--- config.mk ---
export PLATFORM = sky130hd
export DESIGN_NAME = rf_ldst_engine
export DESIGN_NICKNAME = d
export VERILOG_FILES = /design/src/rtl/rf_ldst_engine.sv
export SDC_FILE = /design/constraint.sdc
export NUM_CORES = 1
export LEC_CHECK = 0
export ABC_AREA = 0
export ABC_CLOCK_PERIOD_IN_PS = 1980
export BUFFER_PORTS_ARGS = -buffer_cell sky130_fd_sc_hd__buf_2
export CAP_MARGIN = 30
export CORE_ASPECT_RATIO = 0.9
export CORE_MARGIN = 3
export CORE_UTILIZATION = 44
export DETAILED_ROUTE_END_ITERATION = 7
export GPL_TIMING_DRIVEN = 0
export MAX_ROUTING_LAYER = met4
export PLACE_DENSITY = 0.84
export SYNTH_ARGS = -nofsm -noshare
export SYNTH_HDL_FRONTEND = slang
export SYNTH_SLANG_ARGS = --single-unit
--- constraint.sdc ---
create_clock -name clk -period 1.98 [get_ports clk]
set_clock_uncertainty 0.15 [all_clocks]
set_input_delay 0.297 -clock clk [delete_from_list [all_inputs] [get_ports clk]]
set_output_delay 0.297 -clock clk [all_outputs]
set_load 0.05 [all_outputs]
--- src/rtl/rf_ldst_engine.sv ---
// Load/store engine: copies runs of RF lines between SDRAM (Avalon-MM master) and the RF RAM.
// Optional RF range check at command start is enabled by defining RF_LDST_BOUNDS_CHECK_EN.
module rf_ldst_engine #(
   parameter int RF_ADDR_W    = 10,
   parameter int SDRAM_ADDR_W = 32,
   parameter int LINE_NUM_W   = 8,
   parameter int LINE_W       = 64
) (
   input  logic                    clk,
   input  logic                    rst_n,
   input  logic                    load_start,
   input  logic                    store_start,
   input  logic [RF_ADDR_W-1:0]    rf_addr,
   input  logic [SDRAM_ADDR_W-1:0] sdram_addr,
   input  logic [LINE_NUM_W-1:0]   line_num,
   output logic                    busy,
   output logic                    done,
   output logic                    err,
   output logic [RF_ADDR_W-1:0]    rf_ram_addr,
   output logic                    rf_ram_we,
   output logic [LINE_W-1:0]       rf_ram_wdata,
   input  logic [LINE_W-1:0]       rf_ram_rdata,
   output logic [SDRAM_ADDR_W-1:0] avm_address,
   output logic                    avm_read,
   output logic                    avm_write,
   output logic [LINE_W-1:0]       avm_writedata,
   input  logic                    avm_waitrequest,
   input  logic [LINE_W-1:0]       avm_readdata,
   input  logic                    avm_readdatavalid
);

   // Avalon handshake: a request (read/write) and its address/data are held
   // unchanged until a cycle in which waitrequest is low; that cycle accepts it.
   typedef enum logic [2:0] {
      IDLE    = 3'd0,
      RD_REQ  = 3'd1,
      RD_WAIT = 3'd2,
      RF_RD   = 3'd3,
      RF_LAT  = 3'd4,
      WR_REQ  = 3'd5,
      FIN     = 3'd6
   } state_t;

   localparam int SUM_W = RF_ADDR_W + LINE_NUM_W + 1;

   state_t                  state_q;
   logic [RF_ADDR_W-1:0]    rf_addr_q;
   logic [SDRAM_ADDR_W-1:0] sd_addr_q;
   logic [LINE_NUM_W-1:0]   cnt_q;
   logic                    busy_q;
   logic                    done_q;
   logic                    avm_read_q;
   logic                    avm_write_q;
   logic [SDRAM_ADDR_W-1:0] avm_address_q;
   logic [LINE_W-1:0]       avm_writedata_q;

   logic [RF_ADDR_W-1:0]    rf_addr_d;
   logic [SDRAM_ADDR_W-1:0] sd_addr_d;
   logic [LINE_NUM_W-1:0]   cnt_d;
   logic                    last_line;
   logic                    start;
   logic                    oob;

   assign rf_addr_d = rf_addr_q + RF_ADDR_W'(1);
   assign sd_addr_d = sd_addr_q + SDRAM_ADDR_W'(LINE_W / 8);
   assign cnt_d     = cnt_q - LINE_NUM_W'(1);
   assign last_line = (cnt_q == LINE_NUM_W'(1));
   assign start     = load_start | store_start;

`ifdef RF_LDST_BOUNDS_CHECK_EN
   logic [SUM_W-1:0] bound_sum;
   logic             err_q;

   assign bound_sum = SUM_W'(rf_addr) + SUM_W'(line_num);
   assign oob       = bound_sum > (SUM_W'(1) << RF_ADDR_W);
   assign err       = err_q;

   always_ff @(posedge clk or negedge rst_n) begin
      if (!rst_n) begin
         err_q <= 1'b0;
      end else if (state_q == IDLE && start) begin
         err_q <= oob;
      end
   end
`else
   assign oob = 1'b0;
   assign err = 1'b0;
`endif

   always_ff @(posedge clk or negedge rst_n) begin
      if (!rst_n) begin
         state_q         <= IDLE;
         rf_addr_q       <= '0;
         sd_addr_q       <= '0;
         cnt_q           <= '0;
         busy_q          <= 1'b0;
         done_q          <= 1'b0;
         avm_read_q      <= 1'b0;
         avm_write_q     <= 1'b0;
         avm_address_q   <= '0;
         avm_writedata_q <= '0;
      end else begin
         case (state_q)
            IDLE: begin
               if (start) begin
                  rf_addr_q <= rf_addr;
                  sd_addr_q <= sdram_addr;
                  cnt_q     <= line_num;
                  busy_q    <= 1'b1;
                  if (line_num == '0 || oob) begin
                     state_q <= FIN;
                     done_q  <= 1'b1;
                  end else if (load_start) begin
                     // Load has priority when both starts arrive together.
                     state_q       <= RD_REQ;
                     avm_read_q    <= 1'b1;
                     avm_address_q <= sdram_addr;
                  end else begin
                     state_q <= RF_RD;
                  end
               end
            end
            RD_REQ: begin
               if (!avm_waitrequest) begin
                  avm_read_q <= 1'b0;
                  state_q    <= RD_WAIT;
               end
            end
            RD_WAIT: begin
               if (avm_readdatavalid) begin
                  rf_addr_q <= rf_addr_d;
                  sd_addr_q <= sd_addr_d;
                  cnt_q     <= cnt_d;
                  if (!last_line) begin
                     state_q       <= RD_REQ;
                     avm_read_q    <= 1'b1;
                     avm_address_q <= sd_addr_d;
                  end else begin
                     state_q <= FIN;
                     done_q  <= 1'b1;
                  end
               end
            end
            RF_RD: begin
               state_q <= RF_LAT;
            end
            RF_LAT: begin
               avm_writedata_q <= rf_ram_rdata;
               avm_address_q   <= sd_addr_q;
               avm_write_q     <= 1'b1;
               state_q         <= WR_REQ;
            end
            WR_REQ: begin
               if (!avm_waitrequest) begin
                  avm_write_q <= 1'b0;
                  rf_addr_q   <= rf_addr_d;
                  sd_addr_q   <= sd_addr_d;
                  cnt_q       <= cnt_d;
                  if (!last_line) begin
                     state_q <= RF_RD;
                  end else begin
                     state_q <= FIN;
                     done_q  <= 1'b1;
                  end
               end
            end
            FIN: begin
               done_q  <= 1'b0;
               busy_q  <= 1'b0;
               state_q <= IDLE;
            end
            default: begin
               state_q <= IDLE;
            end
         endcase
      end
   end

   // The RF write follows readdatavalid in the same cycle; a late beat after reset is dropped.
   assign rf_ram_we     = (state_q == RD_WAIT) && avm_readdatavalid;
   assign rf_ram_wdata  = rf_ram_we ? avm_readdata : '0;
   assign rf_ram_addr   = rf_addr_q;

   assign busy          = busy_q;
   assign done          = done_q;
   assign avm_read      = avm_read_q;
   assign avm_write     = avm_write_q;
   assign avm_address   = avm_address_q;
   assign avm_writedata = avm_writedata_q;

endmodule

==> results.ini <==
[placement]
globalplace.congestion=0.969
port_buffers=358
dp_hpwl_um=26300
place_ws_ns=-0.765

[timing]
hold_viol=0
setup_viol=149
final_max_slew_viol_count=0
fmax_ghz=0.410
tightestPinTransition_ns=1.26
post-route-period-util_pct=123
min_period_ns=2.44
fin_ws_ns=-0.457
rsz0062_at_grt=yes
relSlewSlack_pct=15.3

[detailed_routing]
vias=11100
vias_per_cell=6.21
drt_pre_antenna_iters=8
ant_nets=0
routedWlPerCell_um=23.7
drt-initial-drc-count=1571
drt-total-wl_um=42200
route.detailed.drc=2

[setup_path]
criticalPathCategory=reg2out
r2r_slack_ns=-0.40
r2r_cells=6
crit_fanout=10
end_kind=primary output
crit_required_ns=1.53
r2r-end=avm_address[30]$_DFFE_PN0P_
crit_arrival_ns=1.99
crit_path_start_kind=flop
r2r-start=state_q[0]$_DFFE_PN0P_

[global_route]
grt_pass1_vias=10400
use_met2_pct=56.7
grt_pass1_wl_um=58800
busiest_layer=met2
grt_remaining_overflow=0
grt.total_usage_pct=38.5
antenna_found_initial=3
grt_start_max_net_pins=94
use_met3_pct=10.5
gr-usage-met1_pct=45.6

[synthesis]
syn_area_sq_um=8410
synthFlopType=dfrtp_1
synthesis.nets=1202
syn-instance-count=1014
yosysWarningCount=0
synth_edf_count=0
synth_cell_type_count=62
avgSynthCellArea_sq_um=8.29
async_flop_share_pct=100
ys_seq_area_share_pct=45.5
synth-seq-cells=153

[floorplan]
start_util_pct=45.3
fp.dieW_um=152
ioPinCount=360
die_area_sq_um=20800
fp.coreArea_sq_um=18600
rows=47
die_h_um=137

[power_and_ir_drop]
power.density_nw_per_um2=1860
ir_drop_v=0.00138
total_power_mw=26.6
total_leakage_power_nw=6.79

[worst_hold_path]
worstHoldPathCells=3
holdPathEnd=rf_ram_addr[5]$_DFFE_PN0P_
hp-class=in2reg
min-delay-start=rf_addr[5]

[layout]
final_common_cell=buf_2
final_nets=1714
fill_cells=1170
drive_gt1_share_pct=45.3
most-common-layout-cells=buf_2 (300), nand2_1 (254), dfrtp_1 (145), dlygate4sd3_1 (73), buf_6 (61)
multi_input_area_sq_um=4890
syn_to_final_growth_pct=69.5
register_area_sq_um=3840

[status]
outcome=finished, violations left
violations=DRC, setup timing

[flow_run]
drv_cap=0

[clocking]
clockBufferDepth=2
cts_tree=done
root_buffer=clkbuf_16
insertion_delay_ns=0.44
htreeDepth=4
cts_made_buffers=17
cts_num_sinks=153
clkSlewWorstSetupHoldPaths_ns=0.07

==> power breakdown <==
part / switching, mW / internal (mW)
Sequential: 1.37 / 4.72
Combinational: 11.2 / 5.96
Clock: 1.34 / 1.95
Total: 13.9 / 12.6
==> cell families (layout without fill, tap and decap cells) <==
kind of cell / Yosys count / in the layout / share of synthesized area, %
AND/OR/NAND/NOR: 489 / 489 / 27.1
other: 1 / 4 / 0.0446
flip-flops: 153 / 153 / 45.5
AO/OA/AOI/OAI: 252 / 252 / 20.0
XOR/XNOR: 4 / 4 / 0.416
multiplexers: 8 / 8 / 0.997
buffers and inverters: 103 / 624 / 5.28
adder cells (fa/ha/maj): 4 / 4 / 0.595
==> critical path: stages, from the launching register on <==
cell,delay [ns]
dfrtp_2,0.48
or3b_1,0.52
clkbuf_4,0.28
nor2_4,0.10
buf_6,0.17
==> cell usage after synthesis, types with 4 or more instances <==
| cell | instances | area (sq um) |
|---|---|---|
| o31a_1 | 7 | 61.3 |
| a31oi_1 | 17 | 106 |
| xnor2_1 | 4 | 35.0 |
| a41oi_1 | 6 | 52.6 |
| and3_1 | 75 | 469 |
| nor2_1 | 60 | 225 |
| nand3_1 | 26 | 130 |
| nor4_1 | 10 | 62.6 |
| a2bb2oi_1 | 7 | 61.3 |
| a21oi_1 | 60 | 300 |
| mux2i_1 | 5 | 50.1 |
| o21a_1 | 5 | 37.5 |
| dfrtp_1 | 153 | 3830 |
| o22ai_1 | 13 | 81.3 |
| o21ai_0 | 58 | 290 |
| nor3b_1 | 4 | 30.0 |
| buf_4 | 5 | 37.5 |
| a22oi_1 | 13 | 97.6 |
| nand4_1 | 8 | 50.1 |
| nor3_1 | 19 | 95.1 |
| a221oi_1 | 9 | 78.8 |
| a221o_1 | 5 | 50.1 |
| nand2_1 | 257 | 965 |
| ha_1 | 4 | 50.1 |
| and4_1 | 5 | 43.8 |
| inv_1 | 14 | 52.6 |
| a211oi_1 | 4 | 30.0 |
| clkbuf_1 | 55 | 206 |
| buf_2 | 25 | 125 |
| o2bb2ai_1 | 5 | 43.8 |
| or3_1 | 8 | 50.1 |
| o22a_1 | 13 | 114 |
| a32oi_1 | 4 | 35.0 |
==> metrics by stage <==
step	hold WS (ns)	setup TNS [ns]	utilization (%)	std cells	area, sq um
floorplan	-0.149	-1.19	-	1014	8620
global placement	0.303	-391.40	57.7	1617	10700
global route	0.0261	-52.30	76.7	1783	14300
finish	0.00191	-46.47	76.7	1783	14300
CTS	0.00910	-42.05	73.2	1762	13600
detailed placement	0.306	-110.25	57.9	1618	10800
==> per-layer routing <==
layer  part of all wire [%]  up-vias
li1                       -     4643
met1                     33     5180
met2                     46      976
met3                     12      281
met4                    8.3        0
met5                      0        -
==> worst max-delay path by stage <==
stage,depth (start not counted),start,slack (ns),to
after global placement,1,rst_n,-1.91,avm_address[21]$_DFFE_PN0P_
final,4,state_q[0]$_DFFE_PN0P_,-0.46,rf_ram_we
after global routing,7,state_q[2]$_DFFE_PN0P_,-0.54,rf_ram_wdata[52]
after floorplan,6,state_q[2]$_DFFE_PN0P_,-0.06,rf_ram_wdata[48]
after CTS,7,state_q[2]$_DFFE_PN0P_,-0.40,rf_ram_wdata[57]
after detailed placement,6,state_q[0]$_DFFE_PN0P_,-0.76,avm_address[20]$_DFFE_PN0P_
==> registers in the layout, summed over array words and instances (netlist names) <==
| signal | flops |
|---|---|
| sd_addr_q | 32 |
| avm_read | 1 |
| avm_address | 32 |
| busy | 1 |
| avm_write | 1 |
| rf_ram_addr | 10 |
| state_q | 3 |
| done | 1 |
| avm_writedata | 64 |
| cnt_q | 8 |
==> timing repair <==
action                                  4_1_cts  5_1_grt
endpoints found under the setup margin      216      217
hold endpoints to repair                    165        0
hold buffers                                 73        0
pin swaps                                    18       27
gates cloned                                  6        4
gates resized for setup                     352      154
setup buffers                                40       18
==> final cells by class <==
type | count | area share, %
Multi-Input combinational cell | 758 | 34.3
Sequential cell | 153 | 26.9
Timing Repair Buffer | 499 | 26.7
Buffer | 83 | 5.55
Clock buffer | 19 | 3.04
Tap cell | 245 | 2.15
Clock inverter | 9 | 0.895
Inverter | 14 | 0.369
Antenna cell | 3 | 0.0527
(Power assumes the default switching activity.)
